**src/rtl/int_dispatch_queue.sv**
```systemverilog
// Integer dispatch queue: FIFO of renamed uops feeding the integer RS, with CDB snoop wakeup.
// Optional feature macro: DISPATCH_CDB_WAKEUP_EN (defined = wakeup on stored, enqueued and forwarded uops).
module int_dispatch_queue #(
   parameter int DEPTH     = 8,
   parameter int CDB_WIDTH = 2,
   parameter int PRF_IDX_W = 6,
   localparam int UOP_W    = 84 + 3 * PRF_IDX_W,
   localparam int CNT_W    = $clog2(DEPTH + 1)
) (
   input  logic                           clk,
   input  logic                           rst_n,
   input  logic                           flush,
   input  logic                           in_valid,
   output logic                           in_ready,
   input  logic [UOP_W-1:0]               in_uop,
   output logic                           out_valid,
   input  logic                           out_ready,
   output logic [UOP_W-1:0]               out_uop,
   input  logic [CDB_WIDTH-1:0]           cdb_valid,
   input  logic [CDB_WIDTH*PRF_IDX_W-1:0] cdb_rd_phy,
   output logic [CNT_W-1:0]               count
);

   // uop layout, MSB..LSB: pc[32] fu_opcode[4] op1_sel[2] op2_sel[2] rd_phy rs1_phy rs2_phy
   // rs1_valid rs2_valid imm[32] rob_id[5] rd_arch[5]
   localparam int AW         = $clog2(DEPTH);
   localparam int RS2_V_BIT  = 42;
   localparam int RS1_V_BIT  = 43;
   localparam int RS2_PHY_LO = 44;
   localparam int RS1_PHY_LO = 44 + PRF_IDX_W;

   logic [UOP_W-1:0] mem_q [DEPTH];
   logic [UOP_W-1:0] mem_wk_s [DEPTH];
   logic [UOP_W-1:0] in_wk_s;
   logic [AW:0]      head_q, head_d, tail_q, tail_d;
   logic [CNT_W-1:0] count_q, count_d;
   logic             full_s, empty_s, enq_s, deq_s;

   assign full_s    = (head_q[AW-1:0] == tail_q[AW-1:0]) && (head_q[AW] != tail_q[AW]);
   assign empty_s   = (head_q == tail_q);
   assign in_ready  = !full_s;
   assign out_valid = !empty_s;
   assign enq_s     = in_valid && !full_s && !flush;
   assign deq_s     = !empty_s && out_ready && !flush;
   assign count     = count_q;
   assign out_uop   = empty_s ? {UOP_W{1'b0}} : mem_wk_s[head_q[AW-1:0]];

`ifdef DISPATCH_CDB_WAKEUP_EN
   function automatic logic cdb_hit(input logic [PRF_IDX_W-1:0] phy,
                                    input logic [CDB_WIDTH-1:0] v,
                                    input logic [CDB_WIDTH*PRF_IDX_W-1:0] idx);
      logic hit;
      hit = 1'b0;
      for (int k = 0; k < CDB_WIDTH; k++) begin
         hit = hit | (v[k] && (idx[k*PRF_IDX_W +: PRF_IDX_W] == phy));
      end
      return hit && (phy != {PRF_IDX_W{1'b0}});
   endfunction

   function automatic logic [UOP_W-1:0] wake(input logic [UOP_W-1:0] uop,
                                             input logic [CDB_WIDTH-1:0] v,
                                             input logic [CDB_WIDTH*PRF_IDX_W-1:0] idx);
      logic [UOP_W-1:0] u;
      u = uop;
      u[RS1_V_BIT] = uop[RS1_V_BIT] | cdb_hit(uop[RS1_PHY_LO +: PRF_IDX_W], v, idx);
      u[RS2_V_BIT] = uop[RS2_V_BIT] | cdb_hit(uop[RS2_PHY_LO +: PRF_IDX_W], v, idx);
      return u;
   endfunction

   // The same woken view feeds storage next-state and the out_uop forward.
   always_comb begin
      in_wk_s = wake(in_uop, cdb_valid, cdb_rd_phy);
      for (int i = 0; i < DEPTH; i++) begin
         mem_wk_s[i] = wake(mem_q[i], cdb_valid, cdb_rd_phy);
      end
   end
`else
   logic unused_cdb_s;
   assign unused_cdb_s = ^{cdb_valid, cdb_rd_phy};

   always_comb begin
      in_wk_s = in_uop;
      for (int i = 0; i < DEPTH; i++) begin
         mem_wk_s[i] = mem_q[i];
      end
   end
`endif

   always_comb begin
      head_d  = head_q;
      tail_d  = tail_q;
      count_d = count_q;
      if (flush) begin
         head_d  = {(AW+1){1'b0}};
         tail_d  = {(AW+1){1'b0}};
         count_d = {CNT_W{1'b0}};
      end else begin
         if (enq_s) tail_d = tail_q + {{AW{1'b0}}, 1'b1};
         else       tail_d = tail_q;
         if (deq_s) head_d = head_q + {{AW{1'b0}}, 1'b1};
         else       head_d = head_q;
         if (enq_s && !deq_s)      count_d = count_q + {{(CNT_W-1){1'b0}}, 1'b1};
         else if (deq_s && !enq_s) count_d = count_q - {{(CNT_W-1){1'b0}}, 1'b1};
         else                      count_d = count_q;
      end
   end

   always_ff @(posedge clk or negedge rst_n) begin
      if (!rst_n) begin
         head_q  <= {(AW+1){1'b0}};
         tail_q  <= {(AW+1){1'b0}};
         count_q <= {CNT_W{1'b0}};
         for (int i = 0; i < DEPTH; i++) mem_q[i] <= {UOP_W{1'b0}};
      end else begin
         head_q  <= head_d;
         tail_q  <= tail_d;
         count_q <= count_d;
         for (int i = 0; i < DEPTH; i++) begin
            if (enq_s && (tail_q[AW-1:0] == AW'(i))) mem_q[i] <= in_wk_s;
            else                                     mem_q[i] <= mem_wk_s[i];
         end
      end
   end

endmodule

```
**config.mk**
```make
export PLATFORM = sky130hd
export DESIGN_NAME = int_dispatch_queue
export DESIGN_NICKNAME = d
export VERILOG_FILES = /design/src/rtl/int_dispatch_queue.sv
export SDC_FILE = /design/constraint.sdc
export NUM_CORES = 1
export LEC_CHECK = 0
export CAP_MARGIN = 0
export CELL_PAD_IN_SITES_DETAIL_PLACEMENT = 1
export CELL_PAD_IN_SITES_GLOBAL_PLACEMENT = 2
export CORE_MARGIN = 8
export CORE_UTILIZATION = 30
export CTS_CLUSTER_DIAMETER = 60
export DETAILED_ROUTE_END_ITERATION = 16
export PLACE_DENSITY_LB_ADDON = 0.1
export SLEW_MARGIN = 30
export SYNTH_ARGS = -nofsm -noshare
export SYNTH_HDL_FRONTEND = slang
export SYNTH_SLANG_ARGS = --single-unit
```
**constraint.sdc**
```tcl
create_clock -name clk -period 3.9 [get_ports clk]
set_clock_uncertainty 0.15 [all_clocks]
set_input_delay 0.39 -clock clk [delete_from_list [all_inputs] [get_ports clk]]
set_output_delay 0.39 -clock clk [all_outputs]
set_load 0.05 [all_outputs]
```
==> results.toml, run 1 <==
[synthesis]
ys_types = 37
synth_seq_cells = 828
seq_area_frac_synth_pct = 55.2
syn_inst = 2302
ys.flop_type = "dfrtp_1"
avgSynthCellArea_um2 = 16.3
syn_nets = 2433
async_flop_share_pct = 100
synth-edff-count = 0
yosys_warnings = 0
syn_area_mm2 = 0.0375

[drt]
finalWirelength_mm = 107
ant_nets = 0
drt_iter0_markers = 746
vias_per_cell = 4.91
num_vias = 21000
drcViolationCount = 0
routedWlPerCell_um = 24.9
first_pass_iters = 4

[power]
power.switching_mw = 8.87
peakVddDrop_mv = 0.379
p_clk_share_pct = 36.0
cellPowerDensity_mw_per_mm2 = 630
power.leakage_nw = 20.5
seq_power_share_pct = 37.6
intPower_mw = 19.8
switching_share_pct = 30.9
p_comb_share_pct = 26.4

[grt]
antenna_found_initial = 16
grt_max_degree = 96
globalRouteOverflowTotal = 0
grt_pass1_wl_mm = 166
grt_use_total_pct = 15.9
grt_pass1_vias = 25000

[layout]
syn_to_final_growth_pct = 21.4
fillers = 12400
layout.nets = 2666
drive_above_1_share_pct = 42.5
utilization_pct = 36.8

[placed_design]
dp_hpwl_mm = 59.8
gp_congestion = 0.690
io_buffer_count = 214

[outcome]
outcome = "finished clean"

[floorplan]
start_util_pct = 30.3
die_h_um = 370
row_count = 129
die_area_mm2 = 0.137
core_mm2 = 0.124
io_pins = 229
die_x_um = 370

[timing]
worst_pin_slew_ns = 0.840
setup_viol = 0
final.min_clock_period_ns = 3.74
slew_viol_final = 0
fin_crit_sh_pct = 95.8
rsz0062_at_grt = "false"
fmax_ghz = 0.268
fin_setup_tns_ns = 0
hold_viol_final = 0
relSlewSlack_pct = 44.0

[clock_tree]
cts_sinks = 828
cts_buffer_depth = 3
root_buffer = "clkbuf_16"
cts_buffers = 111
cts_tree = "done"
clk_pin_slew_ns = 0.05
clkLatencyLatePin_ns = 0.70
cts_max_level = 3

[worst_setup_path]
worstSetupPathType = "flop to output port"
critical_path_required_ns = 3.36
path_max_fanout = 23
start_kind = "flop"
end_kind = "output port"
arrival_ns = 3.20

[hold_path]
worstHoldPathType = "input port to async pin"

[job]
maxCapViolations = 0
critical path, cell delays in order (launching register included):
cell and delay (ns):
dfrtp_4 0.59, xor2_1 0.32, nor4_4 0.08, buf_4 0.18
buf_4 0.15, buf_12 0.17, nor2_1 0.16, clkdlybuf4s50_1 0.84
metal layers:
metal	wire length, um	up-vias	track usage (%)
li1	-	9023	-
met1	46200	11400	20.5
met2	52800	326	27.0
met3	4780	176	3.59
met4	2620	6	4.49
met5	41	-	0
timing repair:
item	in CTS	in global routing
pin swaps	1	0
endpoints found under the setup margin	99	12
cloned	4	0
hold buffers	1	0
setup buffers	4	0
hold endpoints to repair	65	0
gates resized for setup	26	10
sequential cells by signal, indices dropped and copies added (netlist names):
register and cells:
tail_q 4, count 4, head_q 4, mem_q 816
synthesized netlist by cell type, types with 2 or more instances:
cell | count | area share (%)
dfrtp_1 | 828 | 55
mux2i_1 | 104 | 2.8
o21ai_0 | 3 | 0.040
clkbuf_1 | 40 | 0.40
buf_6 | 27 | 0.81
nor4_2 | 3 | 0.10
a21oi_1 | 3 | 0.040
buf_2 | 40 | 0.53
mux4_2 | 204 | 12
mux2_2 | 576 | 17
buf_4 | 40 | 0.80
mux2_1 | 240 | 7.2
buf_1 | 14 | 0.14
ha_1 | 9 | 0.30
nand3_1 | 6 | 0.080
nand2_1 | 8 | 0.080
nor4_1 | 2 | 0.033
xnor2_1 | 7 | 0.16
inv_1 | 9 | 0.090
xor2_1 | 7 | 0.16
nor2_1 | 114 | 1.1
nor2_4 | 3 | 0.090
cells by family after synthesis:
logic type / count (synthesis) / share of synthesized area (%)
AO/OA/AOI/OAI: 12 / 0.193
buffers and inverters: 170 / 2.77
AND/OR/NAND/NOR: 144 / 1.68
XOR/XNOR: 14 / 0.327
multiplexers: 1124 / 39.5
flip-flops: 828 / 55.2
adder cells (fa/ha/maj): 10 / 0.353
power groups by stage:
stage / sequential [mW] / clock, mW / combinational, mW
6_report: 10.8 / 10.3 / 7.58
3_3_place_gp: 10.8 / 0 / 7.59
5_1_grt: 11.0 / 11.1 / 8.19
2_1_floorplan: 10.7 / 0 / 5.23
3_5_place_dp: 10.9 / 0 / 7.72
4_1_cts: 10.8 / 10.8 / 7.81
worst paths after layout:
path | start | to | slack (ns) | cells after the start
setup / recovery | head_q[1] | out_uop[40] | 0.16 | 7
hold / removal | rst_n | mem_q[254] | 0.14 | 2
setup reg to reg | head_q[1] | count[3] | 0.72 | 10
hold reg to reg | mem_q[227] | mem_q[227] | 0.33 | 1
max in group asynchronous | rst_n | mem_q[626] | 2.10 | 4
min in group clk | mem_q[227] | mem_q[227] | 0.33 | 1
layout by cell type, fill, tap and decap left out, types with 4 or more instances in the layout:
cell,Yosys,final
dfrtp_1,828,825
buf_12,0,30
diode_2,0,11
bufbuf_16,0,4
inv_1,9,9
clkbuf_1,40,19
xor2_1,7,7
nand3_1,6,4
mux2i_1,104,104
xnor2_1,7,7
bufinv_16,0,9
mux2_2,576,576
inv_6,0,4
clkdlybuf4s50_1,0,120
clkbuf_16,0,113
buf_4,40,91
dlygate4sd2_1,0,16
nor4_4,0,4
mux2_1,240,240
clkinv_2,0,16
ha_1,9,9
nor2_1,114,114
mux4_2,204,204
buf_16,0,5
clkbuf_8,0,28
clkinvlp_4,0,7
nand2_1,8,8
dlymetal6s2s_1,0,9
per-stage QoR:
stage	hold slack, ns	cells	total power, mW	cell area, um2	worst slack [ns]
after floorplan	-0.0556	2302	15.9	37500	1.11
after global placement	0.251	4050	18.4	41500	0.434
after detailed placement	0.264	4050	18.6	41500	0.376
after CTS	0.119	4261	29.4	45500	0.00106
after global routing	0.158	4263	30.2	45500	0.00698
final	0.139	4272	28.7	45600	0.162
cell type report:
cell class / instances / area (um2) / share of cell area (%)
diodes: 11 / 27.5 / 0.0604
clock buffers: 160 / 3280 / 7.21
clock inverters: 42 / 508 / 1.11
inverters: 9 / 33.8 / 0.0741
multi-input cells: 1304 / 15800 / 34.8
flip-flops and latches: 828 / 20700 / 45.5
well taps: 1637 / 2050 / 4.50
repair buffers: 281 / 3080 / 6.76
Power figures use the tool's default switching activity.
==> run 2, diff against run 1 <==
- GPL_TIMING_DRIVEN: default -> 0
==> run 2 against run 1 <==
Die area stayed put. Largest cell class unchanged. Final area is 1.1% higher. Critical endpoint is now out_uop[9]. Utilization is 0.41 points higher. Sequential power hardly changed. Combinational power is 0.9% higher. First-iteration DRC count is 13% higher. Critical path type unchanged. Clock power is 5% higher. Largest power group unchanged.
==> results.toml, run 2 (synthesis results as in run 1) <==
[floorplan]
die_area_mm2 = 0.137
row_count = 129
io_pins = 229
die_x_um = 370
start_util_pct = 30.3
core_mm2 = 0.124
die_h_um = 370

[timing]
final.min_clock_period_ns = 3.78
hold_viol_final = 0
worst_pin_slew_ns = 0.825
rsz0062_at_grt = "true"
fmax_ghz = 0.264
slew_viol_final = 0
relSlewSlack_pct = 45.0
fin_crit_sh_pct = 97.0
setup_viol = 0

[drt]
ant_nets = 0
vias_per_cell = 4.92
finalWirelength_mm = 110
drcViolationCount = 0
drt_iter0_markers = 844
routedWlPerCell_um = 25.1
first_pass_iters = 4
num_vias = 21500

[worst_setup_path]
slowest_stage = "mux4_2"
critical_path_required_ns = 3.36
path_cells = "buf_4 -> buf_8 -> buf_6 -> mux4_2 -> mux2i_2 -> nor2_1 -> dlygate4sd2_1"
path_max_fanout = 10
reg2reg_to = "mem_q[451]"
end_kind = "output port"
reg2reg_slack_ns = 0.75
crit_end = "out_uop[9]"
cpPeakStageDelay_ns = 0.54
cp.depth = 7
cpLargestDelayFamily = "buffers and inverters"
timing.rr.start = "head_q[0]"
startpoint = "head_q[0]"
start_kind = "flop"
reg2reg_depth = 9
worstSetupPathType = "flop to output port"
arrival_ns = 3.24
cp.buffers_inverters = 4

[clock_tree]
cts_sinks = 828
root_buffer = "clkbuf_16"
cts_buffers = 109
clk_pin_slew_ns = 0.05
cts_max_level = 3
cts_buffer_depth = 3
cts_tree = "done"
clkLatencyLatePin_ns = 0.68

[outcome]
outcome = "finished clean"

[layout]
drive_above_1_share_pct = 44.0
regMostFlops = "mem_q"
final_common_cell = "dfrtp_1"
stdcell_count = 4376
utilization_pct = 37.2
layout.nets = 2769
layout_common_cells = "828 x dfrtp_1, 576 x mux2_2, 240 x mux2_1"
syn_to_final_growth_pct = 22.7
final_area_mm2 = 0.0461
largest_reg_flops = 816

[job]
maxCapViolations = 0

[hold_path]
worstHoldPathType = "input port to async pin"

[grt]
grt_pass1_wl_mm = 170
globalRouteOverflowTotal = 0
antenna_found_initial = 14
grt_pass1_vias = 25800
grt_max_degree = 125
grt_use_total_pct = 16.4

[power]
peakVddDrop_mv = 0.417
power.leakage_nw = 20.9
cellPowerDensity_mw_per_mm2 = 635

[placed_design]
place_inst = 4161
dp_hpwl_mm = 72.1
gp_congestion = 0.722
io_buffer_count = 212
placed_cell_area_mm2 = 0.0420
-- run 2: changes by cell type in the layout (fill, tap and decap cells not counted), moves of 12 or more --
cell,previous run,this run
clkdlybuf4s15_2,0,23
buf_6,3,39
buf_2,0,36
clkbuf_2,0,44
clkbuf_4,0,12
dlygate4sd2_1,16,55
buf_12,30,0
buf_4,91,49
-- run 2: cell type report --
cell class / count / area (um2)
Sequential cell: 828 / 20700
Buffer: 161 / 1240
Tap cell: 1637 / 2050
Antenna cell: 10 / 25.0
Inverter: 9 / 33.8
Multi-Input combinational cell: 1304 / 15800
Timing Repair Buffer: 225 / 2210
Clock inverter: 47 / 753
Fill cell: 12500 / 77900
Clock buffer: 155 / 3190
-- run 2: per-stage QoR --
| stage | power (mW) | setup WS (ns) | hold WS [ns] | TNS, ns |
|---|---|---|---|---|
| 2_1_floorplan | 15.9 | 1.11 | -0.0556 | 0 |
| 3_3_place_gp | 18.6 | -34.70 | 0.311 | - |
| 3_5_place_dp | 18.9 | -0.459 | 0.198 | -16.51 |
| 4_1_cts | 29.8 | -0.0583 | 0.123 | -0.496 |
| 5_1_grt | 30.7 | -0.0134 | 0.146 | -0.0134 |
| 6_report | 29.3 | 0.118 | 0.135 | 0 |
-- run 2: worst min path at each step --
| stage | startpoint | to | cells past startpoint |
|---|---|---|---|
| 3_3_place_gp | mem_q[151] | mem_q[151] | 1 |
| 6_report | rst_n | mem_q[43] | 2 |
| 5_1_grt | rst_n | mem_q[349] | 2 |
| 3_5_place_dp | rst_n | mem_q[349] | 1 |
| 4_1_cts | rst_n | mem_q[349] | 2 |
| 2_1_floorplan | rst_n | count[0] | 0 |
-- run 2: power by group --
group / switching (mW) / internal (mW) / leakage [nW]
Clock: 3.90 / 6.93 / 1.95
Sequential: 0.722 / 10.0 / 10.9
Combinational: 4.38 / 3.27 / 8.06
-- run 2: timing repair --
item                                    CTS  global route
endpoints found under the setup margin  102            59
pin swaps                                 1             1
gates resized for setup                 237            75
hold endpoints to repair                112             0
buffers inserted                          0             1
hold buffers                              2             0
-- run 2: layer usage --
metal  GRT usage (%)  up-vias  wire length [um]
met5               0        -                39
met4            5.08        6              3220
met3            3.74      207              5320
met2            27.1      388             53500
met1            21.3    11700             47900
li1                -     9223                 -
